File: config.mk
export PLATFORM = sky130hd
export DESIGN_NAME = imem_fetch_flat
export DESIGN_NICKNAME = d
export VERILOG_FILES = /design/src/rtl/imem_fetch_pkg.sv /design/src/rtl/imem_fetch_if.sv /design/src/rtl/imem_fetch_queue.sv /design/src/rtl/imem_fetch.sv /design/src/flat_wrapper.sv
export SDC_FILE = /design/constraint.sdc
export NUM_CORES = 1
export LEC_CHECK = 0
export CAP_MARGIN = 20
export CORE_UTILIZATION = 45
export CTS_CLUSTER_SIZE = 40
export DETAILED_ROUTE_END_ITERATION = 12
export MAX_ROUTING_LAYER = met4
export PLACE_DENSITY = 0.77
export SYNTH_ARGS = -nofsm -noshare
export SYNTH_HDL_FRONTEND = slang
export SYNTH_SLANG_ARGS = --single-unit
File: constraint.sdc
create_clock -name clk -period 2.4 [get_ports clk]
set_input_delay 0.72 -clock clk [delete_from_list [all_inputs] [get_ports clk]]
set_output_delay 0.72 -clock clk [all_outputs]
set_load 0.02 [all_outputs]
File: src/rtl/imem_fetch_pkg.sv
// -----------------------------------------------------------------------------
// imem_fetch_pkg
// Shared types and constants for the instruction fetch block:
//   fetch_state_t : fetch controller state (IDLE, RUN, HALT)
//   fetch_entry_t : one queued fetch result {instr, pc}
//   WORD_BYTES    : bytes per instruction word
//   word_align()  : clears the two byte-offset bits of an address
// -----------------------------------------------------------------------------
package imem_fetch_pkg;

    typedef enum logic [1:0] {
        IDLE = 2'd0,
        RUN  = 2'd1,
        HALT = 2'd2
    } fetch_state_t;

    typedef struct packed {
        logic [31:0] instr;
        logic [31:0] pc;
    } fetch_entry_t;

    localparam int unsigned WORD_BYTES = 4;

    function automatic logic [31:0] word_align(input logic [31:0] addr);
        return {addr[31:2], 2'b00};
    endfunction

endpackage

File: src/rtl/imem_fetch_if.sv
// -----------------------------------------------------------------------------
// imem_fetch_if
// Groups the instruction-memory port, the redirect request and the decode
// handshake of the fetch block.
//   master : the fetch block (drives imem_a, out_*, halted, align_err)
//   slave  : the environment (memory, branch resolution, decode)
// Signals:
//   imem_a      byte address to instruction memory (word aligned)
//   imem_rd     instruction word for imem_a, same cycle
//   redirect    load redirect_pc and flush the queue
//   redirect_pc redirect target byte address
//   out_valid   out_instr/out_pc hold a valid entry
//   out_ready   decode accepts the head entry
//   out_instr   instruction at the queue head
//   out_pc      byte address of out_instr
//   halted      fetch stopped on an out-of-range pc
//   align_err   sticky: a redirect target was not word aligned
// -----------------------------------------------------------------------------
interface imem_fetch_if;

    logic [31:0] imem_a;
    logic [31:0] imem_rd;
    logic        redirect;
    logic [31:0] redirect_pc;
    logic        out_valid;
    logic        out_ready;
    logic [31:0] out_instr;
    logic [31:0] out_pc;
    logic        halted;
    logic        align_err;

    modport master (
        output imem_a,
        input  imem_rd,
        input  redirect,
        input  redirect_pc,
        output out_valid,
        input  out_ready,
        output out_instr,
        output out_pc,
        output halted,
        output align_err
    );

    modport slave (
        input  imem_a,
        output imem_rd,
        output redirect,
        output redirect_pc,
        input  out_valid,
        output out_ready,
        input  out_instr,
        input  out_pc,
        input  halted,
        input  align_err
    );

endinterface

File: src/rtl/imem_fetch_queue.sv
// -----------------------------------------------------------------------------
// imem_fetch_queue
// Small FIFO of fetch_entry_t between the fetch controller and decode.
// DEPTH must be a power of two (>= 2) so the pointers wrap for free.
// Ports:
//   clk, rst_n  clock, asynchronous active-low reset
//   push        write push_data (ignored when full unless popping too)
//   push_data   entry to enqueue
//   pop         remove the head entry (ignored when empty)
//   flush       discard all entries; wins over push
//   head        entry at the head of the queue
//   full, empty occupancy flags
//   count       number of stored entries
// -----------------------------------------------------------------------------
module imem_fetch_queue
    import imem_fetch_pkg::*;
#(
    parameter  int unsigned DEPTH = 2,
    localparam int unsigned PW    = $clog2(DEPTH),
    localparam int unsigned CW    = PW + 1
) (
    input  logic          clk,
    input  logic          rst_n,
    input  logic          push,
    input  fetch_entry_t  push_data,
    input  logic          pop,
    input  logic          flush,
    output fetch_entry_t  head,
    output logic          full,
    output logic          empty,
    output logic [CW-1:0] count
);

    fetch_entry_t  entries [DEPTH];
    logic [PW-1:0] rd_ptr;
    logic [PW-1:0] wr_ptr;
    logic [CW-1:0] count_q;
    logic          do_push;
    logic          do_pop;

    assign full  = (count_q == CW'(DEPTH));
    assign empty = (count_q == '0);
    assign count = count_q;
    assign head  = entries[rd_ptr];

    // A full queue can still take a push when the head leaves in the same cycle.
    assign do_pop  = pop && !empty;
    assign do_push = push && (!full || do_pop);

    // NOTE: the storage array is reset along with the pointers so the head
    // (and therefore out_instr/out_pc) reads as zero straight out of reset.
    always_ff @(posedge clk or negedge rst_n) begin
        if (!rst_n) begin
            rd_ptr  <= '0;
            wr_ptr  <= '0;
            count_q <= '0;
            for (int i = 0; i < int'(DEPTH); i++) begin
                entries[i] <= '0;
            end
        end else if (flush) begin
            rd_ptr  <= '0;
            wr_ptr  <= '0;
            count_q <= '0;
        end else begin
            // NOTE: non-blocking assignments here so every register samples
            // the pre-edge values of the pointers, regardless of statement order.
            if (do_push) begin
                entries[wr_ptr] <= push_data;
                wr_ptr          <= wr_ptr + PW'(1);
            end
            if (do_pop) begin
                rd_ptr <= rd_ptr + PW'(1);
            end
            count_q <= count_q + CW'(do_push) - CW'(do_pop);
        end
    end

endmodule

File: src/rtl/imem_fetch.sv
// -----------------------------------------------------------------------------
// imem_fetch
// Instruction fetch initiator: holds the pc, presents it to instruction
// memory, queues {instr, pc} results and hands them to decode over a
// valid/ready handshake. Accepts redirects (flush + new pc) and halts when
// the pc leaves the memory range.
// Parameters:
//   RESET_PC  first byte address fetched after reset
//   MEM_WORDS instruction memory size in 32-bit words
//   QDEPTH    instruction queue depth (power of two, >= 2)
// Ports:
//   clk, rst_n  clock, asynchronous active-low reset
//   bus         imem_fetch_if.master (memory, redirect, decode, status)
//   perf_fetches, perf_stalls  (only with IMEM_FETCH_PERF_EN defined)
//               committed fetches / RUN cycles blocked by a full queue
// Configuration macro: IMEM_FETCH_PERF_EN adds the two performance counters.
// -----------------------------------------------------------------------------
module imem_fetch
    import imem_fetch_pkg::*;
#(
    parameter logic [31:0] RESET_PC  = 32'h0000_0000,
    parameter int unsigned MEM_WORDS = 64,
    parameter int unsigned QDEPTH    = 2
) (
    input  logic        clk,
    input  logic        rst_n,
    imem_fetch_if.master bus
`ifdef IMEM_FETCH_PERF_EN
    ,
    output logic [31:0] perf_fetches,
    output logic [31:0] perf_stalls
`endif
);

    localparam int unsigned CW      = $clog2(QDEPTH) + 1;
    localparam logic [31:0] LAST_PC = 32'(MEM_WORDS * WORD_BYTES - WORD_BYTES);

    fetch_state_t  state_q, state_d;
    logic [31:0]   pc_q, pc_d;
    logic          align_err_q;

    logic          flush_req;
    logic          in_range;
    logic          q_push;
    logic          q_pop;
    logic          q_full;
    logic          q_empty;
    logic [CW-1:0] q_count;
    fetch_entry_t  q_head;
    fetch_entry_t  q_wdata;

    // Redirects are ignored in IDLE; elsewhere they override everything.
    assign flush_req = bus.redirect && (state_q != IDLE);
    assign in_range  = (pc_q <= LAST_PC);
    assign q_pop     = !q_empty && bus.out_ready;
    assign q_wdata   = '{instr: bus.imem_rd, pc: pc_q};

    // NOTE: every always_comb output gets a default first, so no path through
    // the case/if tree can leave a value unassigned and infer a latch.
    always_comb begin
        state_d = state_q;
        pc_d    = pc_q;
        q_push  = 1'b0;
        if (flush_req) begin
            state_d = RUN;
            pc_d    = word_align(bus.redirect_pc);
        end else begin
            unique case (state_q)
                IDLE: state_d = RUN;
                RUN: begin
                    if (!in_range) begin
                        state_d = HALT;
                    end else if (!q_full || bus.out_ready) begin
                        q_push = 1'b1;
                        pc_d   = pc_q + 32'(WORD_BYTES);
                    end
                end
                HALT:    state_d = HALT;
                default: state_d = IDLE;
            endcase
        end
    end

    always_ff @(posedge clk or negedge rst_n) begin
        if (!rst_n) begin
            state_q     <= IDLE;
            pc_q        <= RESET_PC;
            align_err_q <= 1'b0;
        end else begin
            state_q <= state_d;
            pc_q    <= pc_d;
            if (flush_req && (bus.redirect_pc[1:0] != 2'b00)) begin
                align_err_q <= 1'b1;
            end
        end
    end

    imem_fetch_queue #(
        .DEPTH (QDEPTH)
    ) u_queue (
        .clk       (clk),
        .rst_n     (rst_n),
        .push      (q_push),
        .push_data (q_wdata),
        .pop       (q_pop),
        .flush     (flush_req),
        .head      (q_head),
        .full      (q_full),
        .empty     (q_empty),
        .count     (q_count)
    );

    // imem_a is a pure register output: no input reaches it combinationally.
    assign bus.imem_a    = pc_q;
    assign bus.out_valid = !q_empty;
    assign bus.out_instr = q_head.instr;
    assign bus.out_pc    = q_head.pc;
    assign bus.halted    = (state_q == HALT);
    assign bus.align_err = align_err_q;

    // Occupancy can never exceed the configured depth.
    count_bound_a: assert property (@(posedge clk) disable iff (!rst_n)
        q_count <= CW'(QDEPTH));

`ifdef IMEM_FETCH_PERF_EN
    logic stall;

    // A stall is a RUN cycle that wanted to fetch but found the queue full.
    assign stall = (state_q == RUN) && !flush_req && in_range
                   && q_full && !bus.out_ready;

    always_ff @(posedge clk or negedge rst_n) begin
        if (!rst_n) begin
            perf_fetches <= '0;
            perf_stalls  <= '0;
        end else begin
            perf_fetches <= perf_fetches + 32'(q_push);
            perf_stalls  <= perf_stalls + 32'(stall);
        end
    end
`endif

endmodule

File: src/flat_wrapper.sv
// flat-port wrapper written by rule: the top's interface ports become plain ports
module imem_fetch_flat import imem_fetch_pkg::*;
#(
    parameter logic [31:0] RESET_PC  = 32'h0000_0000,
    parameter int unsigned MEM_WORDS = 64,
    parameter int unsigned QDEPTH    = 2
)
  (clk, rst_n, bus_imem_a, bus_imem_rd, bus_redirect, bus_redirect_pc, bus_out_valid, bus_out_ready, bus_out_instr, bus_out_pc, bus_halted, bus_align_err);
  imem_fetch_if bus_i ();
  input  logic clk;
  input  logic rst_n;
  output wire logic [$bits(bus_i.imem_a)-1:0] bus_imem_a;
  input wire logic [$bits(bus_i.imem_rd)-1:0] bus_imem_rd;
  input wire logic [$bits(bus_i.redirect)-1:0] bus_redirect;
  input wire logic [$bits(bus_i.redirect_pc)-1:0] bus_redirect_pc;
  output wire logic [$bits(bus_i.out_valid)-1:0] bus_out_valid;
  input wire logic [$bits(bus_i.out_ready)-1:0] bus_out_ready;
  output wire logic [$bits(bus_i.out_instr)-1:0] bus_out_instr;
  output wire logic [$bits(bus_i.out_pc)-1:0] bus_out_pc;
  output wire logic [$bits(bus_i.halted)-1:0] bus_halted;
  output wire logic [$bits(bus_i.align_err)-1:0] bus_align_err;
  assign bus_imem_a = bus_i.imem_a;
  assign bus_i.imem_rd = bus_imem_rd;
  assign bus_i.redirect = bus_redirect;
  assign bus_i.redirect_pc = bus_redirect_pc;
  assign bus_out_valid = bus_i.out_valid;
  assign bus_i.out_ready = bus_out_ready;
  assign bus_out_instr = bus_i.out_instr;
  assign bus_out_pc = bus_i.out_pc;
  assign bus_halted = bus_i.halted;
  assign bus_align_err = bus_i.align_err;
  imem_fetch #(.RESET_PC(RESET_PC), .MEM_WORDS(MEM_WORDS), .QDEPTH(QDEPTH)) u_core (.clk(clk), .rst_n(rst_n), .bus(bus_i));
endmodule
==> flow_summary.yaml <==
run_status:
  status: "finished, violations left"
  violations: "DRC"
critical_path:
  crit_path_end_kind: "output port"
  critical_path_class: "register to output port"
  cp.required_ns: 1.68
  rr_worst_depth: 12
  cp_max_fo: 14
  worstSetupStartpointType: "register"
  cp_data_arrival_time_ns: 1.62
global_routing:
  grt_overflow: 0
  grt_max_degree: 69
  grt_pass1_vias: 5041
  grt_use_total_pct: 21.9
  antenna_found_initial: 0
  grt_pass1_wl_um: 25800
logic_synthesis:
  synthArstFlopShare_pct: 100
  yosysWarnings: 0
  ys_seq_elements: 161
  ys_top_cells_by_area: "dfrtp_1, mux2_2, nand2_1"
  synth_cells: 533
  yosys.area.top_type: "dfrtp_1"
  netlist_area_mm2: 0.00688
  synth_area_per_cell_um2: 12.9
  synth_top_area_share_pct: 58.5
  synth_cell_types: 39
  synth_ff_type: "dfrtp_1"
  synth_edf_count: 0
  yosysSeqAreaShare_pct: 58.5
detailed_routing:
  first_iter_violations: 169
  drc_errors: 10
  viasPerCell: 5.13
  drt-total-wl_um: 15700
  firstDrtPassIters: 8
  vias: 4671
  ant_nets: 0
  wire_per_inst_um: 17.2
timing:
  finalHoldViolCount: 0
  fin_tns_setup_ns: 0
  period_needed_ns: 2.34
  maxSlewViolCount: 0
  fin_crit_sh_pct: 97.6
  grt_setup_unrepaired: "no"
  skew_ns: 0.0108
  layout_setup_ws_ns: 0.0586
  setup-violations-final: 0
  clock.fmax_mhz: 427
final_layout:
  mostFrequentLayoutCell: "dfrtp_1"
  nNetsFinal: 788
  drive_gt1_share_pct: 37.2
  filler_cell_count: 1158
  final_cells: 910
  layout_common_cells: "dfrtp_1, mux2_2, clkdlybuf4s50_1"
  areaGrowthSynthToFinish_pct: 34.2
  diodes: 0
worst_hold_path:
  hp-class: "primary input to async pin"
power_and_ir_drop:
  vdd_drop_max_uv: 605
  power_density_mw_per_mm2: 910
  intPower_w: 0.00575
  leakage_nw: 4.76
  p_comb_share_pct: 30.4
  p_clk_share_pct: 30.0
  seq_power_share_pct: 39.6
  p_sw_share_pct: 31.6
  switchingPower_w: 0.00265
clock_tree:
  clk_pin_slew_ns: 0.06
  cts_inserted_buffers: 17
  root_buffer: "clkbuf_16"
  clock_latency_ns: 0.42
  cts_sinks: 161
  cts_tree: "yes"
  h-tree-depth: 4
  clock_path_buffers: 2
placed_design:
  io_buffers: 162
  hpwl_um: 10300
  post-place-ws_ns: -0.394
  gp_congestion: 0.790
  placed_cells: 872
die:
  row_count: 44
  core-area_mm2: 0.0148
  design.die.area_mm2: 0.0158
  dieHeight_um: 126
  die_w_um: 126
  start_util_pct: 46.6
  ios: 167
flow_run:
  cap_violations: 0
-- worst max-delay path, cell delays in order, from the launching register on --
cell     delay, ns
dfrtp_2       0.41
buf_12        0.13
buf_16        0.15
mux2_2        0.35
buf_2         0.17
-- cells by family (layout without fill, tap and decap cells) --
family / count (synthesis) / count (layout) / share of synthesized area [%]
compound gates: 22 / 22 / 1.96
flops: 161 / 161 / 58.5
mux: 138 / 138 / 22.6
other cells: 1 / 4 / 0.0545
xor+xnor: 3 / 3 / 0.382
buf+inv: 39 / 229 / 3.07
fa+ha+maj: 6 / 6 / 1.09
simple gates: 163 / 163 / 12.3
-- metal layers --
layer  wire length (um)  vias to the layer above  GRT usage, %
li1                   -                     2169             -
met1               7040                     2361          27.5
met2               7600                      124          34.3
met3                815                       17          5.61
met4                208                        0          7.96
met5                  0                        -             -
-- path summary, 6_finish.rpt --
check,startpoint,slack (ns),endpoint
worst max-delay path,u_core.u_queue.rd_ptr,0.06,bus_out_pc[3]
worst min-delay path,rst_n,0.24,u_core.u_queue.entries[43]
worst max register to register,u_core.state_q[1],0.15,u_core.u_queue.count[1]
worst min register to register,u_core.u_queue.entries[21],0.48,u_core.u_queue.entries[21]
max in group asynchronous,rst_n,1.45,u_core.u_queue.entries[100]
min in group clk,u_core.u_queue.entries[21],0.48,u_core.u_queue.entries[21]
-- synth_stat cells, types with 2 or more instances --
| master | number |
|---|---|
| mux2_2 | 133 |
| nand3_1 | 6 |
| buf_6 | 4 |
| or4_1 | 2 |
| buf_1 | 6 |
| a31oi_1 | 6 |
| ha_1 | 6 |
| mux2_1 | 5 |
| nand2_1 | 72 |
| nand4_1 | 3 |
| buf_2 | 4 |
| or3_1 | 3 |
| o21ai_0 | 7 |
| nor4_1 | 5 |
| a21oi_1 | 3 |
| and2_1 | 26 |
| xnor2_1 | 2 |
| inv_1 | 4 |
| dfrtp_1 | 161 |
| and4_1 | 2 |
| clkbuf_1 | 13 |
| nor2b_1 | 25 |
| o31ai_1 | 2 |
| nor2_1 | 11 |
| buf_4 | 8 |
-- sequential cells by signal, indices dropped and copies added, names as in the netlist --
name,flops
u_core.bus.align_err,1
u_core.bus.imem_a,30
u_core.state_q,2
u_core.u_queue.count,2
u_core.u_queue.entries,124
u_core.u_queue.rd_ptr,1
u_core.u_queue.wr_ptr,1
-- repair_timing --
action | in CTS | in global routing
gates cloned | 3 | 1
endpoints found under the setup margin | 64 | 90
resized for setup | 255 | 7
hold buffers | 0 | 0
buffers inserted | 3 | 0
hold endpoints to repair | 0 | 0
-- power by group through the flow --
stage,clock network [W],registers [W],logic (W)
after global routing,0.00269,0.00337,0.00275
after floorplan,0,0.00356,0.000930
after global placement,0,0.00333,0.00218
after detailed placement,0,0.00335,0.00224
after CTS,0.00258,0.00331,0.00252
final,0.00252,0.00333,0.00256
-- through the flow --
stage | total power, W | util, % | area [um2] | hold WS [ns]
after global routing | 0.00882 | 62.6 | 9240 | 0.264
after detailed placement | 0.00559 | 59.8 | 8830 | 0.466
after floorplan | 0.00449 | - | 6910 | 0.424
final | 0.00841 | 62.6 | 9240 | 0.240
after CTS | 0.00840 | 62.2 | 9180 | 0.236
after global placement | 0.00552 | 59.8 | 8830 | 0.462
-- final cells by class --
| class | instances | area (um2) | share of cell area, % |
|---|---|---|---|
| clock buffer | 21 | 460 | 4.99 |
| multi-input combinational | 336 | 2690 | 29.1 |
| sequential | 161 | 4030 | 43.6 |
| timing repair buffer | 194 | 1730 | 18.7 |
| tap | 184 | 230 | 2.49 |
| inverter | 4 | 15.0 | 0.163 |
| clock inverter | 10 | 85.1 | 0.921 |
Note: power is estimated with default switching activity, not from simulation.
